File: src/rtl/gray_bcd_scan_driver.sv
// gray_bcd_scan_driver: samples a Gray-coded value on a strobe, converts it to
// binary and then to packed BCD with a sequential shift-add-3 engine, and
// drives a multiplexed common-anode seven-segment display through a refresh
// scanner.
// Optional feature macro: LEADING_ZERO_BLANK_EN (blanks leading zero digits).
module gray_bcd_scan_driver #(
  parameter int WIDTH       = 4,
  parameter int DIGITS      = 2,
  parameter int REFRESH_DIV = 100000
) (
  input  logic              clk,
  input  logic              rst_n,
  input  logic [WIDTH-1:0]  gray_in,
  input  logic              load,
  output logic              busy,
  output logic              valid,
  output logic [DIGITS-1:0] anodo,
  output logic [7:0]        catodo
);

  localparam int BCD_W = 4 * DIGITS;
  localparam int CNT_W = $clog2(WIDTH + 1);
  localparam int REF_W = $clog2(REFRESH_DIV);
  localparam int IDX_W = (DIGITS > 1) ? $clog2(DIGITS) : 1;

  typedef enum logic [1:0] {IDLE, CONVERT, DONE} state_t;

  state_t           state;
  logic [WIDTH-1:0] gray_bin;
  logic [WIDTH-1:0] bin_sr;
  logic [BCD_W-1:0] bcd_sr;
  logic [BCD_W-1:0] bcd_adj;
  logic [BCD_W-1:0] disp;
  logic [CNT_W-1:0] bit_cnt;
  logic [REF_W-1:0] ref_cnt;
  logic [IDX_W-1:0] digit_idx;
  logic [3:0]       cur_nibble;
  logic             blank;

  // Seven-segment pattern for one BCD nibble, segments a..g, active low.
  function automatic logic [6:0] seg_of(input logic [3:0] n);
    case (n)
      4'd0:    seg_of = 7'b0000001;
      4'd1:    seg_of = 7'b1001111;
      4'd2:    seg_of = 7'b0010010;
      4'd3:    seg_of = 7'b0000110;
      4'd4:    seg_of = 7'b1001100;
      4'd5:    seg_of = 7'b0100100;
      4'd6:    seg_of = 7'b0100000;
      4'd7:    seg_of = 7'b0001111;
      4'd8:    seg_of = 7'b0000000;
      4'd9:    seg_of = 7'b0000100;
      default: seg_of = 7'b1111111;
    endcase
  endfunction

  // Gray to binary: each binary bit is the XOR of all Gray bits at or above it.
  always_comb begin
    // NOTE: every always_comb output gets a default first so no path leaves it unassigned (no latch).
    gray_bin = '0;
    for (int i = 0; i < WIDTH; i++) begin
      gray_bin[i] = ^(gray_in >> i);
    end
  end

  // Add-3 correction: every BCD nibble of 5 or more is bumped before the shift.
  always_comb begin
    bcd_adj = bcd_sr;
    for (int d = 0; d < DIGITS; d++) begin
      if (bcd_sr[4*d +: 4] >= 4'd5) begin
        bcd_adj[4*d +: 4] = bcd_sr[4*d +: 4] + 4'd3;
      end
    end
  end

  // Conversion FSM: accept a load, run WIDTH shift steps, publish the result.
  always_ff @(posedge clk) begin
    // NOTE: sequential state uses non-blocking assignments so every register samples pre-edge values.
    if (!rst_n) begin
      state   <= IDLE;
      busy    <= 1'b0;
      valid   <= 1'b0;
      disp    <= '0;
      bin_sr  <= '0;
      bcd_sr  <= '0;
      bit_cnt <= '0;
    end else begin
      case (state)
        IDLE: begin
          if (load) begin
            bin_sr  <= gray_bin;
            bcd_sr  <= '0;
            bit_cnt <= CNT_W'(WIDTH);
            busy    <= 1'b1;
            state   <= CONVERT;
          end
        end
        CONVERT: begin
          {bcd_sr, bin_sr} <= {bcd_adj, bin_sr} << 1;
          bit_cnt          <= bit_cnt - 1'b1;
          if (bit_cnt == CNT_W'(1)) begin
            state <= DONE;
          end
        end
        DONE: begin
          disp  <= bcd_sr;
          valid <= 1'b1;
          busy  <= 1'b0;
          state <= IDLE;
        end
        default: state <= IDLE;
      endcase
    end
  end

  // Refresh scanner: hold each digit for REFRESH_DIV cycles, then advance.
  always_ff @(posedge clk) begin
    if (!rst_n) begin
      ref_cnt   <= '0;
      digit_idx <= '0;
    end else if (ref_cnt == REF_W'(REFRESH_DIV - 1)) begin
      ref_cnt   <= '0;
      digit_idx <= (digit_idx == IDX_W'(DIGITS - 1)) ? '0 : digit_idx + 1'b1;
    end else begin
      ref_cnt <= ref_cnt + 1'b1;
    end
  end

  // Select the nibble of the digit currently being scanned.
  always_comb begin
    cur_nibble = 4'd0;
    for (int d = 0; d < DIGITS; d++) begin
      if (digit_idx == IDX_W'(d)) begin
        cur_nibble = disp[4*d +: 4];
      end
    end
  end

`ifdef LEADING_ZERO_BLANK_EN
  // Blank zero digits above the most significant nonzero digit; digit 0 always shows.
  always_comb begin
    logic seen_nz;
    seen_nz = 1'b0;
    blank   = 1'b0;
    for (int d = DIGITS - 1; d >= 0; d--) begin
      if (disp[4*d +: 4] != 4'd0) begin
        seen_nz = 1'b1;
      end
      if ((digit_idx == IDX_W'(d)) && (d != 0) && !seen_nz) begin
        blank = 1'b1;
      end
    end
  end
`else
  // Every digit displays its nibble, leading zeros included.
  always_comb begin
    blank = 1'b0;
  end
`endif

  // Registered pin drivers: one-hot-low anode and the matching cathode pattern.
  always_ff @(posedge clk) begin
    if (!rst_n) begin
      anodo  <= ~DIGITS'(1);
      catodo <= 8'b1000_0001;
    end else begin
      anodo  <= ~(DIGITS'(1) << digit_idx);
      catodo <= {1'b1, blank ? 7'b1111111 : seg_of(cur_nibble)};
    end
  end

endmodule

File: config.mk
export PLATFORM = sky130hd
export DESIGN_NAME = gray_bcd_scan_driver
export DESIGN_NICKNAME = d
export VERILOG_FILES = /design/src/rtl/gray_bcd_scan_driver.sv
export SDC_FILE = /design/constraint.sdc
export NUM_CORES = 1
export LEC_CHECK = 0
export BUFFER_PORTS_ARGS = -buffer_cell sky130_fd_sc_hd__buf_4
export CELL_PAD_IN_SITES_DETAIL_PLACEMENT = 2
export CELL_PAD_IN_SITES_GLOBAL_PLACEMENT = 2
export CORE_MARGIN = 3
export CORE_UTILIZATION = 37
export DETAILED_ROUTE_END_ITERATION = 10
export GPL_ROUTABILITY_DRIVEN = 0
export PLACE_DENSITY = 0.76
export SLEW_MARGIN = 20
export SYNTH_ARGS = -nofsm -noshare
export SYNTH_HDL_FRONTEND = slang
export SYNTH_SLANG_ARGS = --single-unit
File: constraint.sdc
create_clock -name clk -period 2.13 [get_ports clk]
set_clock_uncertainty 0.2 [all_clocks]
set_input_delay 0.426 -clock clk [delete_from_list [all_inputs] [get_ports clk]]
set_output_delay 0.426 -clock clk [all_outputs]
set_load 0.01 [all_outputs]
# [Yosys cells after proc, flatten, opt, wreduce, memory -nomap -nowiden]
# Memories as Yosys holds them, arrays and structs flattened. A register that Yosys moved wholly into a read port is not among the register bits.
# Cells that the tools add are included.
[word_totals] romBits=112 n_memories=1 regBits=48 wordCells=55
[classes] reduce_logical=12 bitwise=2 shifts=1 eq_ne=6 addsub=5 n_lt_le_gt_ge=2 muxes=15
[memory_table] memory="(no name shown)" depth=16 word_bits=7 rd=1 rd_ports_with_merged_regs=1 write_ports=0 line_no="42" rtl="case (n)"
[ops] cell="adder 17 x 1 -> 17 bit (second input constant)" n=1
[ops] cell="== test 17 bit (second input constant)" n=1
[ops] cell="one-hot mux 8 bit (2 select lines)" n=1
[ops] cell="parity 4 bit" n=4
[ops] cell="two-way mux 4 bit" n=3
[ops] cell=">= comparator 4 x 3 -> 1 bit (second input constant)" n=2
[ops] cell="two-way mux 8 bit" n=1
[ops] cell="one-hot mux 4 bit (2 select lines)" n=1
[ops] cell="two-way mux 3 bit" n=2
[ops] cell="one-hot mux 3 bit (2 select lines)" n=1
[ops] cell="AND reduction 2 bit" n=3
[ops] cell="adder 4 x 2 -> 4 bit (second input constant)" n=1
[ops] cell="two-way mux 2 bit" n=2
[ops] cell="inequality test 2 bit (second input constant)" n=2
[ops] cell="one-hot mux 2 bit (2 select lines)" n=1
[ops] cell="nonzero test 2 bit" n=2
[ops] cell="adder 3 x 2 -> 3 bit (second input constant)" n=1
[ops] cell="== test 3 x 1 -> 1 bit (second input constant)" n=1
[ops] cell="subtractor 3 x 1 -> 3 bit (second input constant)" n=1
[ops] cell="== test 2 x 1 -> 1 bit (second input constant)" n=1
[ops] cell="== test 2 bit (second input constant)" n=1
[ops] cell="zero test 2 bit" n=1
[ops] cell="two-way mux 1 bit" n=2
[ops] cell="NOT 2 bit" n=1
[ops] cell="6 further kinds" n=6

# [Depth between registers and ports, before layout]
# Gate-level depths: netlist (run 1).
[depth] ltp_word=3 ltp_mapped=7 ltp_nobuf=6

# [Least setup slack after synthesis (run 1)]
# OpenSTA, ideal clock, no wires.
[synth_path] kind="flip-flop to flip-flop" from="register digit_idx" to="register catodo[0]" required_time_ps=1795 arrival_time_ps=1442 setup_ps=135 slack_ps=353 path_stages_with_launch=7 path_cell_list="dfxtp_1 buf_2 mux2i_1 inv_1 ha_1 nor3_1 o21ai_0"
[synth_via] elab_chain_cells=1
[synth_rtl] element="start: declaration" line_no="36" rtl="logic [IDX_W-1:0] digit_idx;"
[synth_rtl] element="start signal: assignment" line_no="123" rtl="digit_idx <= (digit_idx == IDX_W'(DIGITS - 1)) ? '0 : digit_idx + 1'b1;"
[synth_rtl] element="two-way mux 4 bit" line_no="133" rtl="if (digit_idx == IDX_W'(d)) begin"
[synth_rtl] element="end: declaration" line_no="18" rtl="output logic [7:0] catodo"
# No other way between the ends.
# A chain may end at the register's enable or synchronous reset.

# [Worst setup path after layout (run 1)]
[layout_path] from="register ref_cnt[0]" to="register digit_idx"
[layout_via] elab_chain_cells=1
[layout_rtl] element="start: declaration" line_no="35" rtl="logic [REF_W-1:0] ref_cnt;"
[layout_rtl] element="start signal: assignment" line_no="125" rtl="ref_cnt <= ref_cnt + 1'b1;"
[layout_rtl] element="== test 17 bit" line_no="121" rtl="end else if (ref_cnt == REF_W'(REFRESH_DIV - 1)) begin"
# No other way between the ends.

==> flow_summary.ini, run 1 <==
[setup_path]
critPathMaxFanout = 7
worst_ep_arrival_time_ps = 1930
critPathKind = reg2reg
crit_required_ps = 2140
startpoint_type = flip-flop
end_kind = flip-flop

[grt]
grt_pass1_vias = 2093
antenna_found_initial = 0
grt_overflow = 0
track_usage_pct = 16.54
grt_pass1_wl_um = 10210
grt_max_degree = 26

[yosys]
synth_top_family_by_area = simple AND/OR/NAND/NOR gates
synth_nets = 305
synth-edff-count = 0
synth-compound-area-share_pct = 13.06
ys_ff_latch = 54
synth_mux_area_share_pct = 3.838
synth_seq_area_share_pct = 43.07
yosys.area_share.simple_pct = 22.53
synth_cell_types = 39
syn-mean-instance-area_um2 = 8.807
synthXorXnorAreaFrac_pct = 6.630
syn-cell-area_um2 = 2510
synthAdderAreaFrac_pct = 6.481
synthArstFlopShare_pct = 0
ys.flop_type = dfxtp_1
syn_inst = 285
synth-warning-count = 0

[route]
drt_iter0_markers = 21
vias = 2031
drc = 0
wl_per_cell_um = 15.32
wl_um = 5866
via_per_inst = 5.303
ant_nets = 0
drt_pre_antenna_iters = 4

[clocking]
insertion_delay_ps = 310
cts_tree = yes
numCtsBuffers = 5
path_clk_slew_ps = 100
htreeDepth = 2
cts-root-buf = clkbuf_8
cts.sinks = 54
clockBufferDepth = 2

[floorplan]
die_h_um = 88.36
core_area_um2 = 6459
dieArea_um2 = 7807
std_cell_rows = 29
die_w_um = 88.36
start_util_pct = 38.86
ioPinCount = 19

[outcome]
status = finished, final reports clean

[finish]
drive_above_1_share_pct = 14.05
num_antenna_cells = 0
area_growth_pct = 13.56
fillers = 745
finalNetCount = 325
instances_no_fill = 383

[sta]
finalSetupViolations = 0
final_max_slew_viol_count = 0
finalSetupTns_ps = 0
finalCritPeriodShare_pct = 90.00
hold_viol = 0
rsz0062_at_grt = false
final.min_clock_period_ps = 1917
worst_slack_ps = 212.9
timing.fmax_mhz = 521.6

[hold_path]
hp-class = in2reg

[power]
p_per_area_nw_per_um2 = 675.5
ir_worst_vdd_mv = 0.2539
power.total_w = 0.001925
power.leakage_nw = 1.076

[placed_design]
pre_cts_ws_ps = 213.9
dp_cells = 375
post-dp-hpwl_um = 4337
io_buffers = 17

[job]
max-cap-violations = 0
[critical path, cell delays in order (launching register included)]
cell	delay (ps)
dfxtp_1	410
ha_1	220
and4_1	370
nand4_1	260
xnor2_1	200
and2_1	160
[cell usage in the layout (no fill, tap or decap), drive strengths merged, types with 2 or more instances in the layout]
cell type	n
nand4	7
mux2	5
nand2b	4
clkbuf	5
a21oi	10
nor2b	4
nand2	34
xnor2	11
nor3	5
nor4bb	2
nand3	17
a21boi	13
and3	5
a22oi	2
nor4	2
xor2	8
o211a	2
nor2	21
or3	2
inv	11
mux2i	4
clkinv	2
and2	6
dfxtp	54
buf	26
ha	13
o21ai	20
[sequential cells by signal (all words and copies together) (netlist names)]
signal and count:
disp 8, busy 1, digit_idx 1, catodo 7, ref_cnt 17, bit_cnt 3
state 2, anodo 2, valid 1, bin_sr 4, bcd_sr 8
[synth_stat cells (7+ instances only)]
| library cell | count | area share [%] |
|---|---|---|
| o21ai_0 | 20 | 4.0 |
| a21oi_1 | 10 | 2.0 |
| nand4_1 | 7 | 1.7 |
| xor2_1 | 8 | 2.8 |
| dfxtp_1 | 54 | 43 |
| xnor2_1 | 11 | 3.8 |
| nand3_1 | 16 | 3.2 |
| nor2_1 | 21 | 3.1 |
| a21boi_0 | 13 | 3.9 |
| ha_1 | 13 | 6.5 |
| nand2_1 | 33 | 4.9 |
| inv_1 | 11 | 1.6 |
[final cells by class]
cell class                      count  area (um^2)  share of cell area [%]
Timing Repair Buffer               26        195.2                   6.848
Inverter                           11        41.29                   1.449
Multi-Input combinational cell    207         1328                   46.58
Tap cell                           77        96.34                   3.380
Clock inverter                      3        40.04                   1.405
Sequential cell                    54         1081                   37.93
Clock buffer                        5        68.82                   2.414
[repair_timing]
| action | in CTS | in global routing |
|---|---|---|
| resized for setup | 0 | 1 |
| setup endpoints to repair | 0 | 15 |
| hold buffers | 0 | 0 |
| buffers inserted | 0 | 0 |
[logic make-up after synthesis]
kind of cell	count (synthesis)
AO/OA/AOI/OAI	52
XOR/XNOR	19
adder cells (fa/ha/maj)	13
buffers and inverters	24
flip-flops	54
multiplexers	9
other	1
AND/OR/NAND/NOR	113
[metal layers]
metal | up-vias | global-route usage, % | wire length [um]
li1 | 1008 | - | -
met1 | 995 | 21.38 | 2829
met2 | 21 | 28.42 | 2854
met3 | 7 | 3.073 | 128
met4 | 0 | 4.121 | 55
met5 | - | 0 | 0
[per-stage QoR]
step / hold slack (ps) / instance area [um^2] / utilization (%)
6_report: 194.7 / 2850 / 44.13
5_1_grt: 194.2 / 2850 / 44.13
4_1_cts: 191.6 / 2845 / 44.05
3_5_place_dp: 254.1 / 2736 / 42.37
3_3_place_gp: 245.9 / 2736 / 42.37
2_1_floorplan: 240.0 / 2510 / -
[power by group]
| group | internal [W] | switching (W) | total (W) |
|---|---|---|---|
| clock | 0.000347 | 0.000349 | 0.000696 |
| sequential | 0.00104 | 0.0000267 | 0.00107 |
| combinational | 0.0000739 | 0.0000908 | 0.000165 |
[final timing paths]
kind                to  cells past startpoint  slack (ps)       start
max          digit_idx                      5         210  ref_cnt[0]
min          bin_sr[0]                      3         190  gray_in[0]
max reg2reg  digit_idx                      5         210  ref_cnt[0]
min reg2reg       busy                      2         260        busy
Power figures use the tool's default switching activity.
==> inputs of run 2 (changes only) <==
--- a/config.mk
+++ b/config.mk
@@ -12,6 +12,7 @@
 export CORE_UTILIZATION = 37
 export DETAILED_ROUTE_END_ITERATION = 10
 export GPL_ROUTABILITY_DRIVEN = 0
+export MAX_ROUTING_LAYER = met4
 export PLACE_DENSITY = 0.76
 export SLEW_MARGIN = 20
 export SYNTH_ARGS = -nofsm -noshare
==> flow_summary.ini, run 2 (synthesis gave the netlist of run 1 again) <==
[outcome]
status = finished, final reports clean

[sta]
finalSetupTns_ps = 0
finalCritPeriodShare_pct = 90.01
finalSetupViolations = 0
timing.fmax_mhz = 521.6
final.min_clock_period_ps = 1917
rsz0062_at_grt = false
hold_viol = 0
holdWs_ps = 192.7
final_max_slew_viol_count = 0

[grt]
grt_pass1_vias = 2093
grt_max_degree = 26
grt_pass1_wl_um = 10200
antenna_found_initial = 0
track_usage_pct = 17.04
grt_overflow = 0

[finish]
largest_register_ffs = 17
finalNetCount = 325
drive_above_1_share_pct = 14.05
final_cell_area_um2 = 2850
layout_commonest_cell = dfxtp_1
num_antenna_cells = 0
utilization_pct = 44.13
top_regs = ref_cnt x17, bcd_sr x8, disp x8
layout_common_cells = dfxtp_1 (54), nand2_1 (33), buf_4 (26)
largest_register = ref_cnt
area_growth_pct = 13.56

[setup_path]
path_cells = ha_1 > and4_1 > nand4_1 > xnor2_1 > and2_1
r2r-start = ref_cnt[0]
crit_path_top_delay_cell = dfxtp_1
worst_ep_arrival_time_ps = 1930
reg2reg_slack_ps = 210
critPathMaxFanout = 7
startpoint_type = flip-flop
ff2ff_path_depth = 5
r2r-end = digit_idx
slowest_delay_ps = 410
crit_required_ps = 2140
end_kind = flip-flop
critPathKind = reg2reg

[floorplan]
core_area_um2 = 6459
die_h_um = 88.36
die_w_um = 88.36
std_cell_rows = 29
dieArea_um2 = 7807
start_util_pct = 38.86
ioPinCount = 19

[route]
drt_pre_antenna_iters = 4
drc = 0
via_per_inst = 5.292
drt_iter0_markers = 23
wl_per_cell_um = 15.34
vias = 2027
wl_um = 5875
ant_nets = 0

[hold_path]
holdPathStages = 3
hp-class = in2reg
hold_end = bin_sr[0]
hp-start = gray_in[0]

[placed_design]
placed_area_um2 = 2736
post-dp-hpwl_um = 4337
io_buffers = 17

[clocking]
htreeDepth = 2
numCtsBuffers = 5
cts-root-buf = clkbuf_8
path_clk_slew_ps = 100
insertion_delay_ps = 310
cts_tree = yes
cts.sinks = 54
ctsHoldBuffers = 0
clockBufferDepth = 2

[job]
max-cap-violations = 0

[power]
power.total_w = 0.001927
p_per_area_nw_per_um2 = 676.2
power.leakage_nw = 1.076
ir_worst_vdd_mv = 0.2540
==> run 2: area by class of cell <==
cell class	instances	area, um^2
Tap cell	77	96.34
Multi-Input combinational cell	207	1328
Fill cell	745	3608
Timing Repair Buffer	26	195.2
Clock inverter	3	40.04
Clock buffer	5	68.82
Inverter	11	41.29
Sequential cell	54	1081
==> run 2: through the flow <==
| step | std cells | worst slack, ps |
|---|---|---|
| after floorplan | 285 | 353.1 |
| after global placement | 375 | 298.6 |
| after detailed placement | 375 | 213.9 |
| after CTS | 383 | 155.7 |
| after global routing | 383 | 45.39 |
| final | 383 | 212.7 |
==> run 2: worst max-delay path by stage <==
stage                     startpoint     endpoint  cells after the start
final                     ref_cnt[0]    digit_idx                      5
after global routing      ref_cnt[0]  ref_cnt[13]                      5
after CTS                 ref_cnt[0]   ref_cnt[5]                      5
after detailed placement  ref_cnt[0]   ref_cnt[5]                      5
after global placement    ref_cnt[0]   ref_cnt[5]                      5
after floorplan            digit_idx    catodo[0]                      6
==> run 2: power breakdown <==
group	leakage (nW)	switching (W)	internal, W
clock	0.0579	0.000351	0.000347
combinational	0.581	0.0000908	0.0000739
sequential	0.438	0.0000267	0.00104
==> run 2: routing by layer <==
metal	wire length [um]	global-route usage, %	up-vias
li1	-	-	1007
met4	57	4.121	0
met3	137	3.073	7
met1	2820	21.49	992
met5	0	-	-
met2	2860	28.28	21
==> run 2: what timing repair did <==
action / in CTS / in global routing
setup endpoints to repair: 0 / 15
resized for setup: 0 / 1
buffers inserted: 0 / 0
==> run 2: critical path, delay by kind of cell (launching register included) <==
family                   cells  cell delay (ps)
adder cells (fa/ha/maj)      1              220
XOR/XNOR                     1              200
flip-flops                   1              410
AND/OR/NAND/NOR              3              790
